## src/rtl/page_walker_pkg.sv

```systemverilog
// Shared definitions for the two-level page-table walker: state encoding,
// PTE field positions and the fault exception codes.
package page_walker_pkg;

    typedef enum logic [2:0] {
        ST_IDLE  = 3'd0,
        ST_L1    = 3'd1,
        ST_L2    = 3'd2,
        ST_FILL  = 3'd3,
        ST_FAULT = 3'd4
    } state_e;

    localparam int PTE_VALID    = 0;
    localparam int PTE_USER     = 1;
    localparam int PTE_FRAME_LO = 12;
    localparam int PTE_FRAME_HI = 17;
    localparam int PTE_NEXT_LO  = 12;
    localparam int PTE_NEXT_HI  = 31;

    localparam logic [7:0] EXC_USER_FAULT = 8'h84;
    localparam logic [7:0] EXC_KERN_FAULT = 8'h85;

endpackage

```

## src/rtl/page_walker.sv

```systemverilog
// Two-level hardware page-table walker: takes a TLB miss, reads the L1 and L2
// PTEs through a single request/ack memory port and either fills the TLB or faults.
module page_walker
    import page_walker_pkg::*;
#(
    parameter int PTBR_ALIGN = 12
) (
    input  logic        clk,
    input  logic        rst,
    input  logic        clk_en,
    input  logic        abort,
    input  logic        miss_valid,
    output logic        miss_ready,
    input  logic [11:0] miss_pid,
    input  logic [31:0] miss_vaddr,
    input  logic        miss_kmode,
    input  logic [31:0] ptbr,
    output logic        mem_req,
    output logic [31:0] mem_addr,
    input  logic        mem_ack,
    input  logic [31:0] mem_rdata,
    output logic        tlb_we,
    output logic [31:0] tlb_key,
    output logic [31:0] tlb_data,
    output logic        done,
    output logic        fault,
    output logic [7:0]  exc,
    output logic        busy
);

    localparam int BASE_W  = 32 - PTBR_ALIGN;
    localparam int NEXT_W  = PTE_NEXT_HI - PTE_NEXT_LO + 1;
    localparam int FRAME_W = PTE_FRAME_HI - PTE_FRAME_LO + 1;

    state_e               state_q, state_d;
    logic [11:0]          pid_q, pid_d;
    logic [19:0]          vpn_q, vpn_d;
    logic                 kmode_q, kmode_d;
    logic [BASE_W-1:0]    ptbr_q, ptbr_d;
    logic [NEXT_W-1:0]    next_q, next_d;
    logic [FRAME_W-1:0]   frame_q, frame_d;

    // Address bits below the table alignment and the PTE flag bits we do not
    // interpret are deliberately ignored.
    logic unused_bits;
    assign unused_bits = ^{ptbr[PTBR_ALIGN-1:0], miss_vaddr[11:0], mem_rdata[11:2]};

    always_ff @(posedge clk) begin
        if (rst) begin
            state_q <= ST_IDLE;
            pid_q   <= '0;
            vpn_q   <= '0;
            kmode_q <= 1'b0;
            ptbr_q  <= '0;
            next_q  <= '0;
            frame_q <= '0;
        end else begin
            state_q <= state_d;
            pid_q   <= pid_d;
            vpn_q   <= vpn_d;
            kmode_q <= kmode_d;
            ptbr_q  <= ptbr_d;
            next_q  <= next_d;
            frame_q <= frame_d;
        end
    end

    // Everything advances only on enabled cycles; abort beats both a new
    // request and a memory ack arriving in the same cycle.
    always_comb begin
        state_d = state_q;
        pid_d   = pid_q;
        vpn_d   = vpn_q;
        kmode_d = kmode_q;
        ptbr_d  = ptbr_q;
        next_d  = next_q;
        frame_d = frame_q;
        if (clk_en) begin
            if (abort) begin
                state_d = ST_IDLE;
            end else begin
                case (state_q)
                    ST_IDLE: begin
                        if (miss_valid) begin
                            pid_d   = miss_pid;
                            vpn_d   = miss_vaddr[31:12];
                            kmode_d = miss_kmode;
                            ptbr_d  = ptbr[31:PTBR_ALIGN];
                            state_d = ST_L1;
                        end
                    end
                    ST_L1: begin
                        if (mem_ack) begin
                            if (!mem_rdata[PTE_VALID]) begin
                                state_d = ST_FAULT;
                            end else begin
                                next_d  = mem_rdata[PTE_NEXT_HI:PTE_NEXT_LO];
                                state_d = ST_L2;
                            end
                        end
                    end
                    ST_L2: begin
                        if (mem_ack) begin
                            if (!mem_rdata[PTE_VALID] || (!kmode_q && !mem_rdata[PTE_USER])) begin
                                state_d = ST_FAULT;
                            end else begin
                                frame_d = mem_rdata[PTE_FRAME_HI:PTE_FRAME_LO];
                                state_d = ST_FILL;
                            end
                        end
                    end
                    ST_FILL:  state_d = ST_IDLE;
                    ST_FAULT: state_d = ST_IDLE;
                    default:  state_d = ST_IDLE;
                endcase
            end
        end
    end

    // Outputs are decoded from registered state only, so they cannot move
    // while clk_en is low.
    always_comb begin
        miss_ready = 1'b0;
        mem_req    = 1'b0;
        mem_addr   = '0;
        tlb_we     = 1'b0;
        tlb_key    = '0;
        tlb_data   = '0;
        done       = 1'b0;
        fault      = 1'b0;
        exc        = 8'h00;
        busy       = 1'b1;
        case (state_q)
            ST_IDLE: begin
                miss_ready = 1'b1;
                busy       = 1'b0;
            end
            ST_L1: begin
                mem_req  = 1'b1;
                mem_addr = {ptbr_q, {PTBR_ALIGN{1'b0}}} | 32'({vpn_q[19:10], 2'b00});
            end
            ST_L2: begin
                mem_req  = 1'b1;
                mem_addr = {next_q, {PTE_NEXT_LO{1'b0}}} | 32'({vpn_q[9:0], 2'b00});
            end
            ST_FILL: begin
                tlb_we   = 1'b1;
                done     = 1'b1;
                tlb_key  = {pid_q, vpn_q};
                tlb_data = 32'(frame_q);
            end
            ST_FAULT: begin
                fault = 1'b1;
                exc   = kmode_q ? EXC_KERN_FAULT : EXC_USER_FAULT;
            end
            default: begin
                busy = 1'b1;
            end
        endcase
    end

endmodule
```

## config.mk

```make
export PLATFORM = sky130hd
export DESIGN_NAME = page_walker
export DESIGN_NICKNAME = d
export VERILOG_FILES = /design/src/rtl/page_walker_pkg.sv /design/src/rtl/page_walker.sv
export SDC_FILE = /design/constraint.sdc
export NUM_CORES = 1
export LEC_CHECK = 0
export CAP_MARGIN = 20
export CORE_MARGIN = 3
export CORE_UTILIZATION = 34
export CTS_CLUSTER_SIZE = 12
export DETAILED_ROUTE_END_ITERATION = 8
export GPL_TIMING_DRIVEN = 1
export PLACE_DENSITY = 0.84
export SYNTH_ARGS = -nofsm -noshare
export SYNTH_HDL_FRONTEND = slang
export SYNTH_SLANG_ARGS = --single-unit
```

## constraint.sdc

```tcl
create_clock -name clk -period 1.5 [get_ports clk]
set_input_delay 0.225 -clock clk [delete_from_list [all_inputs] [get_ports clk]]
set_output_delay 0.225 -clock clk [all_outputs]
set_load 0.02 [all_outputs]
```

* After elaboration in Yosys (flattened, before gate mapping)
Cells that the tools add are included.
Storage, ports and cells: register bits after elaboration 82, input port bits 115, output and inout bits 110, word-level logic and storage cells 46
Operators by class: equality and inequality tests 7, mux-type cells 17, bitwise logic cells 4, reductions and logical operators 11
Operators with widths (count):
- 32-bit by 12-bit bitwise OR with 32-bit output | 2
- 32-bit case mux with 2 select lines | 1
- 32-bit 2-to-1 mux | 1
- 3-bit 2-to-1 mux | 6
- 5-bit AND reduction | 2
- 3-bit != test (second input constant) | 3
- 3-bit case mux with 3 select lines | 1
- 8-bit 2-to-1 mux | 1
- 4-bit AND reduction | 2
- 3-bit by 2-bit == test with 1-bit output (second input constant) | 2
- 1-bit 2-to-1 mux | 6
- 6-bit 2-to-1 mux | 1
- 3-bit by 1-bit == test with 1-bit output (second input constant) | 1
- 3-bit == test (second input constant) | 1
- 1-bit logical NOT | 3
- 3-bit logical NOT | 1
- 1-bit NOT | 2
- 2-bit OR reduction | 1
- 1-bit logical AND | 1
- 1-bit logical OR | 1

* Depth between registers and ports, before layout
Gate-level depths: netlist of the first run.
depth after elaboration 7, depth in mapped cells 6, depth with buffers taken out 4

* Worst setup path before layout of the first run
No wires, ideal clock.
path type flip-flop to output port, start point register state_q[2], end point output port exc[0], arrival 1566 ps, data required time 1275 ps, slack -291 ps, stages on the path, launching flop included 4, buffers on the path 1, cell sequence dfxtp_1 buf_2 nor3b_1 and2_1
On the way: word-level cells in the longest chain between the ends 2
Ends and longest elaborated chain:
- from (decl) | line page_walker.sv:35 | state_e state_q, state_d;
- from (signal assigned) | line page_walker.sv:58 | state_q <= state_d;
- 3-bit == test | line page_walker.sv:133 | case (state_q)
- 8-bit 2-to-1 mux | line page_walker.sv:133
- to (decl) | line page_walker.sv:27 | output logic [7:0] exc,
Every way passes these cells.

* Worst setup path after layout of the first run
start point register state_q[1], end point register ptbr_q[7]
On the way: word-level cells in the longest chain between the ends 2
Ends and longest elaborated chain:
- 3-bit logical NOT | line page_walker.sv:82 | case (state_q)
- 4-bit AND reduction (no source line)
- to (signal assigned) | line page_walker.sv:62 | ptbr_q <= ptbr_d;
- to (decl) | line page_walker.sv:39 | logic [BASE_W-1:0] ptbr_q, ptbr_d;
Every way passes these cells. A chain may end at the register's enable or synchronous reset.

==> impl_metrics.json, run 1 <==
{
  "outcome": "complete, but fails checks",
  "violations": "negative setup slack",
  "seqPwrFrac_pct": 41.9,
  "synth_warnings": 0,
  "clk_pin_slew_worst_paths_ns": 0.07,
  "dp_hpwl_microns": 8370,
  "worstMarginPinSlew_ns": 0.483,
  "die_x_microns": 112,
  "slowest_delay_ns": 0.36,
  "clock_latency_ns": 0.34,
  "initial_utilization_pct": 35.2,
  "p_leak_nw": 2.75,
  "area_growth_pct": 78.3,
  "period_share_pct": 122,
  "drtIter0Drc": 361,
  "ys.flop_type": "dfxtp_1",
  "grt_pass1_vias": 4021,
  "ant_nets": 0,
  "hold-worst-slack_ns": 0.212,
  "grt-ovfl-total": 0,
  "grt_antenna_before_repair": 0,
  "endpoint": "ptbr_q[7]$_SDFFE_PP0P_",
  "wl_per_cell_microns": 18.4,
  "max_clock_freq_mhz": 544,
  "netlist_area_sq_mm": 0.00385,
  "end_kind": "flip-flop",
  "synthDistinctLibCells": 32,
  "post-place-ws_ns": -0.471,
  "ios": 225,
  "synth_seq_cells": 82,
  "drt_wl_total_microns": 15200,
  "worstRegToRegCells": 8,
  "r2r_start": "state_q[1]$_SDFFE_PP0P_",
  "fin_crit_ns": 1.84,
  "hold_violations": 0,
  "comb_power_share_pct": 14.7,
  "first_pass_iters": 5,
  "gp_congestion": 0.944,
  "finalSetupViolCount": 159,
  "die_y_microns": 112,
  "placed_area_sq_mm": 0.00560,
  "grt_usage_pct": 20.9,
  "grt_first_pass_wirelength_microns": 21000,
  "postSynthAreaPerCell_sq_um": 7.82,
  "start_kind": "flip-flop",
  "synth_cells": 492,
  "vdd_drop_max_mv": 0.584,
  "final_cell_area_sq_mm": 0.00686,
  "critPathSlowestCell": "dfxtp_4",
  "cp-startpoint": "state_q[1]$_SDFFE_PP0P_",
  "hold_path_class": "primary input to flip-flop",
  "timing.rr.end": "ptbr_q[7]$_SDFFE_PP0P_",
  "async_flop_share_pct": 0,
  "coreArea_sq_mm": 0.0109,
  "powerDensity_mw_per_mm2": 789,
  "ff2ff_setup_slack_ns": -0.34,
  "cts_buffer_depth": 2,
  "pwr-share-clk_pct": 43.4,
  "p_sw_share_pct": 24.4,
  "intPower_mw": 4.09,
  "slew_headroom_pct": 67.0,
  "drv_cap": 0,
  "clock-root-buffer": "clkbuf_16",
  "cp_cell_sequence": "buf_4, nor4_4, buf_4, and3_4, buf_12, buf_12, nand2_1, a21oi_2",
  "drive_gt1_share_pct": 34.5,
  "required_ns": 1.76,
  "cts.sinks": 82,
  "num_rows": 38,
  "route.vias.total": 4296,
  "io_buffers": 157,
  "drv_slew": 0,
  "synth_edf_count": 0,
  "fin_ws_ns": -0.337,
  "fin_nets": 801,
  "post-route-util_pct": 62.7,
  "htree_levels": 3,
  "insertedDiodeCount": 0,
  "drc": 0,
  "rsz0062_at_grt": "true",
  "worstPathArrival_ns": 2.10,
  "ys_seq_area_share_pct": 42.7,
  "cts_made_buffers": 9,
  "worstPathMaxFanout": 11,
  "vias_per_cell": 5.18,
  "finalSetupTns_ns": -41.79,
  "tritoncts": "built",
  "fin_skew_ns": 0.0103,
  "design.die.area_sq_mm": 0.0126,
  "p_sw_mw": 1.32,
  "path_class": "flip-flop to flip-flop",
  "grt_max_degree": 83
}
-- sequential cells by signal, indices dropped and copies added, names as in the netlist --
signal and count:
next_q 20, ptbr_q 20, vpn_q 20, pid_q 12
frame_q 6, state_q 3, kmode_q 1
-- cells by family (layout without fill, tap and decap cells) --
family,Yosys count,count (layout),synth area share [%]
buffers and inverters,75,241,11.5
AOI/OAI and AO/OA,112,112,18.1
muxes,7,7,1.82
xor gates and xnor gates,1,1,0.228
DFF,82,82,42.7
and+or+nand+nor,214,214,25.6
other,1,33,0.0975
-- synthesized netlist by cell type (all sizes together) (2+ instances only) --
cell,instances,share of area (%)
nor3b,5,1.6
or2,2,0.33
or3,2,0.33
mux2i,7,1.8
or4,2,0.39
and2,39,6.3
clkbuf,20,2.0
a21oi,74,9.6
o21ai,3,0.39
nor2,9,0.88
a2111oi,2,0.46
a22o,30,6.8
nand2,147,14
inv,2,0.19
dfxtp,82,43
buf,53,9.3
-- repair_timing --
| item | 4_1_cts | 5_1_grt |
|---|---|---|
| pin swaps | 20 | 27 |
| resized for setup | 470 | 84 |
| hold buffers | 0 | 0 |
| setup endpoints to repair | 159 | 159 |
| buffers inserted | 14 | 10 |
| gates cloned | 9 | 10 |
-- critical path, delay by kind of cell (launching register included) --
kind,cells,cell delay [ns]
AO/OA/AOI/OAI,1,0.15
buffers and inverters,4,0.60
flip-flops,1,0.36
AND/OR/NAND/NOR,3,0.63
-- power groups by stage --
stage | logic, mW | clock network [mW] | registers [mW]
finish | 0.794 | 2.35 | 2.27
global route | 0.835 | 2.47 | 2.27
CTS | 0.716 | 2.37 | 2.26
detailed placement | 0.611 | 0 | 2.31
global placement | 0.598 | 0 | 2.31
floorplan | 0.347 | 0 | 2.30
-- layer usage --
metal	track usage, %	vias up	wire length [microns]
met4	8.97	0	409
met5	0	-	0
met3	5.61	43	1390
met2	35.9	283	7670
met1	24.4	2014	5770
li1	-	1956	-
-- cells in the final DEF (no fill, tap or decap), types with 2 or more instances in the layout --
master,count
buf_8,2
nand2_2,14
clkdlybuf4s50_1,79
buf_6,75
a22o_1,29
and2_4,35
buf_4,32
buf_2,11
a2111oi_0,2
bufinv_16,2
a21oi_1,72
dfxtp_4,3
nand2_1,127
nor2_1,8
clkbuf_16,17
nand2_4,6
conb_1,33
and2_1,4
mux2i_1,6
buf_16,5
clkinvlp_4,2
nor3b_4,4
buf_12,12
dfxtp_1,79
a21oi_2,2
o21ai_0,2
-- stage by stage --
stage                     cells  power, mW
after detailed placement    774       2.92
after floorplan             524       2.65
after CTS                   811       5.35
after global placement      774       2.91
final                       830       5.41
after global routing        830       5.58
-- worst min-delay path by stage --
stage,start,endpoint,slack [ns],depth (start not counted)
after floorplan,miss_pid[0],pid_q[0]$_SDFFE_PP0P_,0.36,2
after global placement,pid_q[11]$_SDFFE_PP0P_,pid_q[11]$_SDFFE_PP0P_,0.44,2
after detailed placement,pid_q[6]$_SDFFE_PP0P_,pid_q[6]$_SDFFE_PP0P_,0.44,2
after CTS,rst,state_q[1]$_SDFFE_PP0P_,0.22,3
after global routing,rst,state_q[1]$_SDFFE_PP0P_,0.23,3
final,rst,state_q[1]$_SDFFE_PP0P_,0.21,3
-- layout make-up --
class | instances | area (sq um)
fillers | 890 | 4080
repair buffers | 224 | 2540
multi-input cells | 367 | 2170
flip-flops and latches | 82 | 1650
clock buffers | 10 | 229
well taps | 140 | 175
clock inverters | 5 | 80.1
inverters | 2 | 10.0
No activity file was read; power rests on OpenSTA's default activity.
==> inputs of run 2 (changes only) <==
GPL_TIMING_DRIVEN = 0   (was 1)
SLEW_MARGIN = 20   (was default)
==> impl_metrics.json, run 2 (synthesis results as in run 1) <==
{
  "drc": 0,
  "grt_antenna_before_repair": 0,
  "insertedDiodeCount": 0,
  "route.vias.total": 4139,
  "grt_max_degree": 15,
  "io_buffers": 157,
  "slew_headroom_pct": 63.3,
  "worstMarginPinSlew_ns": 0.550,
  "fin_ws_ns": -0.426,
  "reg_top3": "next_q x20, ptbr_q x20, vpn_q x20",
  "fillerInstances": 929,
  "wl_per_cell_microns": 16.9,
  "violations": "negative setup slack",
  "hold_path_class": "primary input to flip-flop",
  "fin_skew_ns": 0.00953,
  "drive_gt1_share_pct": 34.6,
  "required_ns": 1.27,
  "die_y_microns": 112,
  "cts_made_buffers": 9,
  "start_kind": "flip-flop",
  "finalSetupViolCount": 159,
  "vdd_drop_max_mv": 0.530,
  "drt_wl_total_microns": 14700,
  "worstPathArrival_ns": 1.70,
  "initial_utilization_pct": 35.2,
  "multi_input_area_sq_mm": 0.00210,
  "ff2ff_setup_slack_ns": -0.34,
  "cts.sinks": 82,
  "final_cell_mix": "nand2_1 (144), buf_6 (94), dfxtp_1 (79)",
  "grt_usage_pct": 21.1,
  "gp_congestion": 0.896,
  "fin_crit_ns": 1.93,
  "worstPathMaxFanout": 5,
  "first_pass_iters": 5,
  "vias_per_cell": 4.76,
  "rsz0062_at_grt": "true",
  "tritoncts": "built",
  "critPathSlowestCell": "dfxtp_4",
  "htree_levels": 3,
  "num_rows": 38,
  "seq_area_sq_mm": 0.00165,
  "fin_nets": 839,
  "cts_hold_buf": 0,
  "drtIter0Drc": 248,
  "grt_pass1_vias": 3979,
  "p_leak_nw": 2.92,
  "cp_cell_sequence": "buf_8, nor3b_4, buf_6, buf_6, and2_4, buf_6",
  "coreArea_sq_mm": 0.0109,
  "cts_buffer_depth": 2,
  "period_share_pct": 128,
  "final_common_cell": "nand2_1",
  "path_class": "flip-flop to output port",
  "drv_cap": 0,
  "area_growth_pct": 82.2,
  "ios": 225,
  "crit_path_frequent_cell": "buf_6",
  "end_kind": "output port",
  "grt_first_pass_wirelength_microns": 21000,
  "post-place-ws_ns": -0.925,
  "max_clock_freq_mhz": 519,
  "outcome": "complete, but fails checks",
  "design.die.area_sq_mm": 0.0126,
  "ant_nets": 0,
  "hold-worst-slack_ns": 0.390,
  "dp_hpwl_microns": 9530,
  "clock_latency_ns": 0.33,
  "drv_slew": 0,
  "clk_pin_slew_worst_paths_ns": 0.07,
  "grt-ovfl-total": 0,
  "die_x_microns": 112,
  "clock-root-buffer": "clkbuf_16",
  "hold_violations": 0,
  "powerDensity_mw_per_mm2": 762,
  "slowest_delay_ns": 0.35
}
[run 2: cell types whose count changed in the layout (fill, tap and decap cells not counted), sizes merged]
cell           previous run  this run
clkdlybuf4s50            79        78
inv                       2         3
bufinv                    2         1
clkbuf                   18        26
buf                     137       166
bufbuf                    0         1
dlymetal6s2s              0         2
[run 2: per-stage QoR]
step | power, mW | cell area (sq um) | utilization, % | TNS (ns) | std cells
2_1_floorplan | 2.65 | 4000 | - | -0.487 | 524
3_3_place_gp | 2.97 | 5750 | 52.6 | -97.21 | 821
3_5_place_dp | 2.98 | 5750 | 52.6 | -100.27 | 821
4_1_cts | 5.31 | 6610 | 60.5 | -29.89 | 858
5_1_grt | 5.52 | 7010 | 64.1 | -43.95 | 869
6_report | 5.34 | 7010 | 64.1 | -36.40 | 869
[run 2: metal layers]
| metal | up-vias | share of wire (%) | GRT usage [%] |
|---|---|---|---|
| met5 | - | 0 | 0 |
| met4 | 0 | 2.1 | 6.89 |
| met3 | 23 | 7.3 | 5.23 |
| met2 | 168 | 49 | 37.0 |
| met1 | 1907 | 41 | 25.3 |
| li1 | 2041 | - | - |
[run 2: worst max-delay path, delay by kind of cell, from the launching register on]
kind,cells,cell delay (ns)
flops,1,0.35
buf+inv,4,0.57
simple gates,2,0.45
[run 2: report_power, final]
| group | internal (mW) | switching (mW) | total [mW] |
|---|---|---|---|
| combinational | 0.444 | 0.388 | 0.832 |
| sequential | 2.23 | 0.0358 | 2.26 |
| clock | 1.35 | 0.904 | 2.25 |
[run 2: final timing paths]
path | depth (start not counted) | start | to
worst min register to register | 2 | pid_q[4]$_SDFFE_PP0P_ | pid_q[4]$_SDFFE_PP0P_
worst min-delay path | 3 | clk_en | state_q[1]$_SDFFE_PP0P_
worst max-delay path | 6 | state_q[2]$_SDFFE_PP0P_ | tlb_key[14]
worst max register to register | 6 | state_q[2]$_SDFFE_PP0P_ | state_q[0]$_SDFFE_PP0P_
[run 2: area by class of cell]
type                       instances  area share (%)
buffer                            70            9.71
clock buffer                      11            3.46
tap                              140            2.50
sequential                        82            23.5
timing repair buffer             192            29.7
clock inverter                     5           0.893
inverter                           2           0.179
multi-input combinational        367            30.0
[run 2: what timing repair did]
item	in CTS	in global routing
gates cloned	6	5
resized for setup	537	97
buffers inserted	16	9
endpoints found under the setup margin	155	159
pin swaps	19	20
==> inputs of run 3 (changes only) <==
CORE_MARGIN = default   (was 3)
==> impl_metrics.json, run 3 (synthesis results as in run 1) <==
{
  "multi_input_area_sq_mm": 0.00289,
  "grt_first_pass_wirelength_microns": 21100,
  "fin_crit_ns": 1.95,
  "grt_pass1_vias": 3973,
  "drive_gt1_share_pct": 57.6,
  "powerDensity_mw_per_mm2": 695,
  "cts.sinks": 82,
  "clock-root-buffer": "clkbuf_16",
  "worstPathArrival_ns": 1.73,
  "insertedDiodeCount": 0,
  "layoutNonFillerInstCount": 890,
  "dp_hpwl_microns": 9020,
  "drv_slew": 0,
  "rsz0062_at_grt": "true",
  "clock_latency_ns": 0.33,
  "final_cell_mix": "buf_6 (102), dfxtp_1 (79), clkdlybuf4s50_1 (78)",
  "vias_per_cell": 5.15,
  "cp-startpoint": "state_q[0]$_SDFFE_PP0P_",
  "drc": 0,
  "fin_nets": 860,
  "tritoncts": "built",
  "grt_usage_pct": 23.8,
  "grt-ovfl-total": 0,
  "num_rows": 38,
  "hold_path.startpoint": "miss_pid[8]",
  "path_class": "flip-flop to output port",
  "p_leak_nw": 3.30,
  "outcome": "complete, but fails checks",
  "cts_made_buffers": 9,
  "seq_area_sq_mm": 0.00165,
  "grt_max_degree": 15,
  "coreArea_sq_mm": 0.0109,
  "required_ns": 1.27,
  "start_kind": "flip-flop",
  "r2r_start": "state_q[1]$_SDFFE_PP0P_",
  "io_buffers": 157,
  "max_clock_freq_mhz": 512,
  "clk_pin_slew_worst_paths_ns": 0.07,
  "hold_depth": 3,
  "cts_buffer_depth": 2,
  "ios": 225,
  "fillerInstances": 722,
  "fin_ws_ns": -0.453,
  "die_y_microns": 108,
  "initial_utilization_pct": 35.2,
  "ant_nets": 0,
  "finalSetupViolCount": 159,
  "drtIter0Drc": 257,
  "post-place-ws_ns": -0.920,
  "worstPathMaxFanout": 4,
  "violations": "negative setup slack",
  "post-route-util_pct": 74.2,
  "area_growth_pct": 111,
  "end_kind": "output port",
  "die_x_microns": 108,
  "final_common_cell": "buf_6",
  "drv_cap": 0,
  "worstMarginPinSlew_ns": 0.765,
  "vdd_drop_max_mv": 0.492,
  "htree_levels": 3,
  "hold_path_class": "primary input to flip-flop",
  "slew_headroom_pct": 49.0,
  "fin_skew_ns": 0.00886,
  "first_pass_iters": 5,
  "drt_wl_total_microns": 17100,
  "grt_antenna_before_repair": 0,
  "design.die.area_sq_mm": 0.0117,
  "dp_cells": 821,
  "route.vias.total": 4580,
  "period_share_pct": 130,
  "gp_congestion": 0.844,
  "wl_per_cell_microns": 19.2,
  "hold_violations": 0,
  "worstRegToRegCells": 7,
  "reg_top3": "next_q x20, ptbr_q x20, vpn_q x20"
}
-- run 3: cell count changes in the layout (fill, tap and decap cells not counted), sizes merged --
cell / change
dlymetal6s2s: -2
clkdlybuf4s15: +1
bufbuf: -1
buf: +14
nand3: +2
clkbuf: +6
dlygate4sd2: +1
-- run 3: worst paths after layout --
path,endpoint,slack (ns)
setup / recovery,tlb_data[4],-0.45
hold reg to reg,next_q[9]$_SDFFE_PP0P_,0.46
setup reg to reg,state_q[2]$_SDFFE_PP0P_,-0.40
hold / removal,pid_q[8]$_SDFFE_PP0P_,0.45
-- run 3: layout make-up --
class | count | area share [%]
buffer | 71 | 8.93
clock buffer | 11 | 2.99
clock inverter | 5 | 0.771
inverter | 2 | 0.154
multi-input combinational | 369 | 35.6
sequential | 82 | 20.3
tap | 140 | 2.16
timing repair buffer | 210 | 29.1
-- run 3: stage by stage --
| stage | power, mW | area (sq um) | TNS, ns | hold WS [ns] |
|---|---|---|---|---|
| 2_1_floorplan | 2.65 | 4000 | -0.487 | 0.361 |
| 3_3_place_gp | 2.97 | 5750 | -94.01 | 0.437 |
| 3_5_place_dp | 2.97 | 5750 | -96.17 | 0.442 |
| 4_1_cts | 5.37 | 6980 | -32.97 | 0.436 |
| 5_1_grt | 5.82 | 8120 | -57.01 | 0.455 |
| 6_report | 5.64 | 8120 | -50.94 | 0.452 |
-- run 3: critical path, stage by stage, from the launching register on --
cell and delay [ns]:
dfxtp_2 0.34, buf_6 0.13, inv_6 0.05, nor3b_4 0.18, buf_6 0.15, buf_8 0.14
clkbuf_16 0.15, and2_4 0.14, buf_6 0.10
-- run 3: what timing repair did --
item                                    4_1_cts  5_1_grt
endpoints found under the setup margin      156      159
pin swaps                                    39      171
gates cloned                                 11       12
gates resized for setup                     608      268
setup buffers                                22       13
hold buffers                                  0        0
-- run 3: routing by layer --
metal | track usage, % | vias to the layer above | part of all wire, %
met5 | 0 | - | 0
met4 | 6.66 | 0 | 3.8
met3 | 4.10 | 58 | 7.2
met2 | 42.6 | 251 | 50
met1 | 29.0 | 2187 | 39
li1 | - | 2084 | -
-- run 3: power breakdown --
| group | total, mW | internal, mW | switching, mW | leakage, nW |
|---|---|---|---|---|
| sequential | 2.29 | 2.23 | 0.0609 | 0.666 |
| clock | 2.27 | 1.35 | 0.928 | 0.142 |
| combinational | 1.08 | 0.562 | 0.516 | 2.49 |
| total | 5.64 | 4.14 | 1.50 | 3.30 |
